`config.mk`:
```
export PLATFORM = sky130hd
export DESIGN_NAME = des_output_unloader_flat
export DESIGN_NICKNAME = d
export VERILOG_FILES = /design/src/rtl/des_output_unloader_if.sv /design/src/rtl/des_output_unloader.sv /design/src/flat_wrapper.sv
export SDC_FILE = /design/constraint.sdc
export NUM_CORES = 1
export LEC_CHECK = 0
export BUFFER_PORTS_ARGS = -buffer_cell sky130_fd_sc_hd__buf_2
export CORE_MARGIN = 5
export CORE_UTILIZATION = 51
export DETAILED_ROUTE_END_ITERATION = 12
export GPL_TIMING_DRIVEN = 0
export MAX_ROUTING_LAYER = met4
export PLACE_DENSITY = 0.78
export SLEW_MARGIN = 20
export SYNTH_ARGS = -nofsm -noshare
export SYNTH_HDL_FRONTEND = slang
export SYNTH_SLANG_ARGS = --single-unit
```
`constraint.sdc`:
```
create_clock -name clk -period 1.8 [get_ports clk]
set_clock_uncertainty 0.05 [all_clocks]
set_input_delay 0.18 -clock clk [delete_from_list [all_inputs] [get_ports clk]]
set_output_delay 0.18 -clock clk [all_outputs]
set_load 0.005 [all_outputs]
```
`src/rtl/des_output_unloader_if.sv`:
```
`default_nettype none
// ============================================================================
// Module   : des_output_unloader_if
// Brief    : Handshake bundle between the DES result path, the TX FIFO and
//            the output unloader.
// Revision : 1.0
// ============================================================================
interface des_output_unloader_if #(
    parameter int BLOCK_W = 64,
    parameter int BYTE_W  = 8
);
    logic               data_out;
    logic [BLOCK_W-1:0] block_in;
    logic               fifo_full;
    logic [BYTE_W-1:0]  tx_wdata;
    logic               tx_write;
    logic               empty;
    logic               busy;
    logic [3:0]         byte_count;

    modport master (
        output data_out, block_in, fifo_full,
        input  tx_wdata, tx_write, empty, busy, byte_count
    );

    modport slave (
        input  data_out, block_in, fifo_full,
        output tx_wdata, tx_write, empty, busy, byte_count
    );
endinterface
`default_nettype wire

```
`src/rtl/des_output_unloader.sv`:
```
`default_nettype none
// ============================================================================
// Module   : des_output_unloader
// Brief    : Latches a finished DES block and writes it MSB-first, one byte per
//            cycle, into the TX FIFO under back-pressure; pulses empty when done.
//            Optional macro DES_UNLOAD_CHECKSUM_EN appends an XOR checksum byte.
// Revision : 1.0
// ============================================================================
module des_output_unloader #(
    parameter int BLOCK_W = 64,
    parameter int BYTE_W  = 8
) (
    input  logic                 clk,
    input  logic                 rst,
    des_output_unloader_if.slave bus
);
    localparam int NUM_BYTES = BLOCK_W / BYTE_W;
`ifdef DES_UNLOAD_CHECKSUM_EN
    localparam int LAST = NUM_BYTES + 1;
`else
    localparam int LAST = NUM_BYTES;
`endif
    localparam logic [3:0] LAST_M1 = 4'(LAST - 1);

    typedef enum logic [1:0] {
        IDLE = 2'd0,
        SEND = 2'd1,
        DONE = 2'd2
    } state_t;

    state_t             state;
    state_t             state_nxt;
    logic [BLOCK_W-1:0] shift_reg;
    logic [3:0]         count;
    logic               write;
    logic [BYTE_W-1:0]  top_byte;

    assign top_byte = shift_reg[BLOCK_W-1 -: BYTE_W];

`ifdef DES_UNLOAD_CHECKSUM_EN
    localparam logic [3:0] DATA_N = 4'(NUM_BYTES);
    logic [BYTE_W-1:0] csum;
    logic              data_phase;

    // Once all data bytes are out, the checksum byte takes over the data bus.
    assign data_phase   = (count < DATA_N);
    assign bus.tx_wdata = (state == SEND && !data_phase) ? csum : top_byte;
`else
    assign bus.tx_wdata = top_byte;
`endif

    assign bus.tx_write   = write;
    assign bus.empty      = (state == DONE);
    assign bus.busy       = (state != IDLE);
    assign bus.byte_count = count;

    always_comb begin
        state_nxt = state;
        write     = 1'b0;
        case (state)
            IDLE: begin
                if (bus.data_out) state_nxt = SEND;
            end
            SEND: begin
                write = !bus.fifo_full;
                if (write && count == LAST_M1) state_nxt = DONE;
            end
            DONE: begin
                state_nxt = IDLE;
            end
            default: begin
                state_nxt = IDLE;
            end
        endcase
    end

    always_ff @(posedge clk) begin
        if (rst) begin
            state     <= IDLE;
            shift_reg <= '0;
            count     <= '0;
`ifdef DES_UNLOAD_CHECKSUM_EN
            csum      <= '0;
`endif
        end else begin
            state <= state_nxt;
            if (state == IDLE && bus.data_out) begin
                shift_reg <= bus.block_in;
                count     <= '0;
`ifdef DES_UNLOAD_CHECKSUM_EN
                csum      <= '0;
`endif
            end else if (write) begin
                count <= count + 4'd1;
`ifdef DES_UNLOAD_CHECKSUM_EN
                if (data_phase) begin
                    shift_reg <= shift_reg << BYTE_W;
                    csum      <= csum ^ top_byte;
                end
`else
                shift_reg <= shift_reg << BYTE_W;
`endif
            end
        end
    end
endmodule
`default_nettype wire

```
`src/flat_wrapper.sv`:
```
// flat-port wrapper written by rule: the top's interface ports become plain ports
module des_output_unloader_flat 
#(
    parameter int BLOCK_W = 64,
    parameter int BYTE_W  = 8
)
  (clk, rst, bus_data_out, bus_block_in, bus_fifo_full, bus_tx_wdata, bus_tx_write, bus_empty, bus_busy, bus_byte_count);
  des_output_unloader_if #(.BLOCK_W(BLOCK_W), .BYTE_W(BYTE_W)) bus_i ();
  input  logic clk;
  input  logic rst;
  input wire logic [$bits(bus_i.data_out)-1:0] bus_data_out;
  input wire logic [$bits(bus_i.block_in)-1:0] bus_block_in;
  input wire logic [$bits(bus_i.fifo_full)-1:0] bus_fifo_full;
  output wire logic [$bits(bus_i.tx_wdata)-1:0] bus_tx_wdata;
  output wire logic [$bits(bus_i.tx_write)-1:0] bus_tx_write;
  output wire logic [$bits(bus_i.empty)-1:0] bus_empty;
  output wire logic [$bits(bus_i.busy)-1:0] bus_busy;
  output wire logic [$bits(bus_i.byte_count)-1:0] bus_byte_count;
  assign bus_i.data_out = bus_data_out;
  assign bus_i.block_in = bus_block_in;
  assign bus_i.fifo_full = bus_fifo_full;
  assign bus_tx_wdata = bus_i.tx_wdata;
  assign bus_tx_write = bus_i.tx_write;
  assign bus_empty = bus_i.empty;
  assign bus_busy = bus_i.busy;
  assign bus_byte_count = bus_i.byte_count;
  des_output_unloader #(.BLOCK_W(BLOCK_W), .BYTE_W(BYTE_W)) u_core (.clk(clk), .rst(rst), .bus(bus_i));
endmodule
```
; Word-level counts from Yosys, hierarchy flattened
; Cells that the tools add are included.
[word_totals]
inputBits = 68
register_bits = 70
output_inout_bits = 15
word_cells = 23
[classes]
n_reduce_logical = 8
muxes = 6
eq_ne = 5
addsub = 1
[op_table]
columns = op, count
row1 = 64-bit 2-to-1 mux, 2
row2 = "4-bit by 1-bit adder with 4-bit output, second input constant", 1
row3 = "4-bit by 3-bit equality test with 1-bit output, second input constant", 1
row4 = 2-bit 2-to-1 mux, 2
row5 = 2-bit one-hot mux with 2 select lines, 1
row6 = 2-bit nonzero test, 2
row7 = "2-bit by 1-bit equality test with 1-bit output, second input constant", 1
row8 = "2-bit equality test, second input constant", 1
row9 = 1-bit logical AND, 2
row10 = 2-bit logical NOT, 1
row11 = "2-bit by 1-bit != test with 1-bit output, second input constant", 1
row12 = "2-bit != test, second input constant", 1
row13 = 2-bit AND reduction, 1
row14 = 2-bit OR reduction, 1
row15 = 1-bit logical NOT, 1
row16 = 1-bit 2-to-1 mux, 1

; Longest topological paths before layout
[depth]
depth_word = 4
ltp_mapped = 6
ltp_nobuf = 4

; Worst setup path before layout
; Ideal clock, no wire load.
[synth_path]
kind = register to register
from = register u_core.state[0]
to = register u_core.shift_reg[60]
path_buffers = 2
setup_slack_ns = 0.291
path_stages_with_launch = 6
setup_ns = 0.132
arrival_ns = 1.326
required_ns = 1.618
synth_period_minus_slack_ns = 1.509
path_cell_list = dfxtp_1 or3b_1 buf_2 buf_1 nand3_1 a21oi_1
[synth_between]
elab_chain_len = 3
word_cells_on_any_way = 6
classes_between = eq/ne (1) / mux (2) / reduce/logical (3)
[synth_rtl]
columns = item, line
row1 = from (decl), des_output_unloader.sv:31  ; state_t state;
row2 = from (signal assigned), des_output_unloader.sv:86  ; state <= state_nxt;
row3 = 2-bit by 1-bit equality test with 1-bit output / 2-bit logical NOT (equally long branches), "des_output_unloader.sv:60, des_output_unloader.sv:87"
row4 = 1-bit 2-to-1 mux / 1-bit logical AND (equally long branches), "des_output_unloader.sv:60, des_output_unloader.sv:87"
row5 = 2-bit nonzero test (no line) / 64-bit 2-to-1 mux (equally long branches), --
row6 = to (signal assigned), des_output_unloader.sv:88  ; shift_reg <= bus.block_in;
row7 = to (signal assigned), des_output_unloader.sv:101  ; shift_reg <= shift_reg << BYTE_W;
row8 = to (decl), des_output_unloader.sv:33  ; logic [BLOCK_W-1:0] shift_reg;
; Several ways; a longest one is shown, not always the timed one.
; A chain may end at the register's enable or synchronous reset.

; Final worst setup path
[layout_path]
from = register u_core.state[0]
to = output bus_tx_write
[layout_between]
elab_chain_len = 2
[layout_rtl]
columns = item, line
row1 = 2-bit by 1-bit equality test with 1-bit output, des_output_unloader.sv:60  ; case (state)
row2 = 1-bit 2-to-1 mux, des_output_unloader.sv:60
row3 = to (decl), flat_wrapper.sv:15  ; output wire logic [$bits(bus_i.tx_write)-1:0] bus_tx_write;
; Every way passes these cells.

==> key figures <==
Outcome
  • Status: complete, no violations

Die
  • Die area: 7420 um2
  • Die width: 86.1 um
  • # IOs: 83
  • Initial core utilization: 53.0%
  • Core Region: 5570 um2
  • FP Rows: 27
  • Die height: 86.1 um

Global route
  • Initial antenna violation count: 0
  • Largest net degree at the start of global routing: 11
  • GRT overflow: 0
  • Global-route wire length before repair: 13400 um
  • Vias in the first global route: 2863
  • Gr usage total: 23.8%

Setup path
  • Critical path fanouts, max: 10
  • Kind of launch point of the worst setup path: flip-flop
  • Critical path class: flip-flop to primary output
  • Setup crit end kind: primary output
  • CP arrival: 1.52 ns
  • Critical path required time: 1.57 ns

Timing
  • Final hold vios: 0
  • Max_slew headroom: 62.8%
  • Slew @ Worst Pin: 0.558 ns
  • Fin. max-slew vios: 0
  • Fmax: 572 MHz
  • Tcrit/Tclk final: 97.1%
  • Setup TNS: 0 ns
  • Final setup violation count: 0
  • Min Clock Period, post-route: 1.75 ns

Clocking
  • CTS Hold Bufs: 0
  • CTS resizes: 10
  • Post-CTS Setup Repair Bufs: 0
  • CTS tree: built
  • Clk Latency, worst-skew pair: 0.34 ns
  • Root Buffer: clkbuf_8
  • CTS H-tree lvls: 3
  • Sink Count: 70
  • CTS max path bufs: 2
  • TritonCTS Buffers: 9
  • CTS clk-pin slew, worst paths: 0.07 ns

Power and ir drop
  • Cell Pwr Density: 940 nW/um2
  • Total Power: 3.44 mW
  • Cell leakage power: 1.52 nW
  • VDD IR-drop max: 594 uV

Placement
  • Port Buffers: 81
  • Hpwl dp: 5980 um
  • Final Wtd Congestion: 0.865
  • Post-DP Area: 3450 um2

Yosys
  • Number of synthesized flops with an enable pin: 0
  • Synth warn: 0
  • Ys async rst share: 0%
  • Syn Nets: 425
  • Yosys top cell by area: dfxtp_1
  • Top_reg_cell synth: dfxtp_1
  • Post-synthesis sequential area ratio: 47.4%
  • Count leader, synth: dfxtp_1
  • Synth cell types: 28
  • Synth Area per Inst: 8.30 um2
  • Top cell type's share of synthesized area: 47.4%
  • Mapped Area: 2960 um2
  • Ranking of synthesized cells by area: dfxtp_1, a21oi_1, a211oi_1
  • Synthesized instance count: 356
  • Yosys reg bits: 70
  • Most frequent cells after synthesis: dfxtp_1, a21oi_1, nand2_1, nand3_1, a211oi_1

Cells and area
  • # diodes: 0
  • Register Area: 1410 um2
  • Fill count: 531
  • Final Util: 65.7%
  • Area of the multi-input gates: 1330 um2
  • Layout cell share with drive strength beyond 1: 28.3%
  • Max FFs per register: 64
  • Final Instance Area: 3660 um2
  • Final #Nets: 517
  • P&R area growth vs syn: 23.9%

Routing
  • Post-route DRC: 0
  • Wire length per cell: 16.1 um
  • Post-route ant nets: 0
  • DRT iter0 DRCs: 213
  • WL final: 8430 um
  • Drt first pass iters: 4
  • Via density: 5.66
  • Via count: 2964

Hold path
  • Worst Hold Class: input port to flip-flop

Run
  • Max cap viols: 0
per-layer routing:
layer	vias up	GRT usage, %	wire length (um)
met4	0	8.35	143
met5	-	-	0
met2	109	38.1	4070
met1	1391	29.6	3480
met3	10	5.00	736
li1	1454	-	-
cell families after synthesis:
group,Yosys count,synth area share [%]
AO/OA/AOI/OAI,123,25.7
AND/OR/NAND/NOR,115,17.9
buffers and inverters,44,7.66
multiplexers,1,0.339
flip-flops,70,47.4
XOR/XNOR,2,0.593
adder cells (fa/ha/maj),1,0.423
power by group:
| group | internal (mW) | total, mW | switching [mW] |
|---|---|---|---|
| clock | 0.646 | 1.20 | 0.555 |
| combinational | 0.224 | 0.513 | 0.290 |
| sequential | 1.66 | 1.73 | 0.0654 |
layout make-up:
cell class / count / share of cell area [%]
multi-input combinational: 242 / 36.3
clock buffer: 15 / 5.09
sequential: 70 / 38.4
buffer: 43 / 6.49
inverter: 1 / 0.171
tap: 72 / 2.46
timing repair buffer: 81 / 11.1
worst max-delay path, stage by stage, from the launching register on:
cell and delay [ns]:
dfxtp_4 0.39, or3b_4 0.43, inv_4 0.09, buf_6 0.14, buf_2 0.12
final timing paths:
kind,from,end,slack (ns),cells past startpoint
setup / recovery,u_core.state[0],bus_tx_write,0.05,4
hold / removal,bus_block_in[5],u_core.shift_reg[5],0.02,3
hold reg to reg,u_core.shift_reg[58],u_core.shift_reg[58],0.41,2
setup reg to reg,u_core.state[1],u_core.shift_reg[8],0.08,5
stage by stage:
stage / setup WS [ns] / hold slack [ns] / instances
after floorplan: 0.291 / 0.266 / 356
after global placement: -0.0327 / 0.372 / 509
after detailed placement: -0.0963 / 0.375 / 509
after CTS: 0.00926 / 0.0156 / 524
after global routing: -0.000490 / 0.0192 / 524
final: 0.0517 / 0.0167 / 524
cells in the final DEF (no fill, tap or decap), drive strengths merged, types with 2 or more instances in the layout:
| cell type | instances |
|---|---|
| buf | 105 |
| dfxtp | 70 |
| a21oi | 65 |
| nand2 | 37 |
| nand3 | 36 |
| clkbuf | 34 |
| a211oi | 30 |
| nor2 | 29 |
| a22oi | 27 |
| nor3 | 3 |
| xnor2 | 2 |
| or3b | 2 |
No activity file was read; power rests on OpenSTA's default activity.
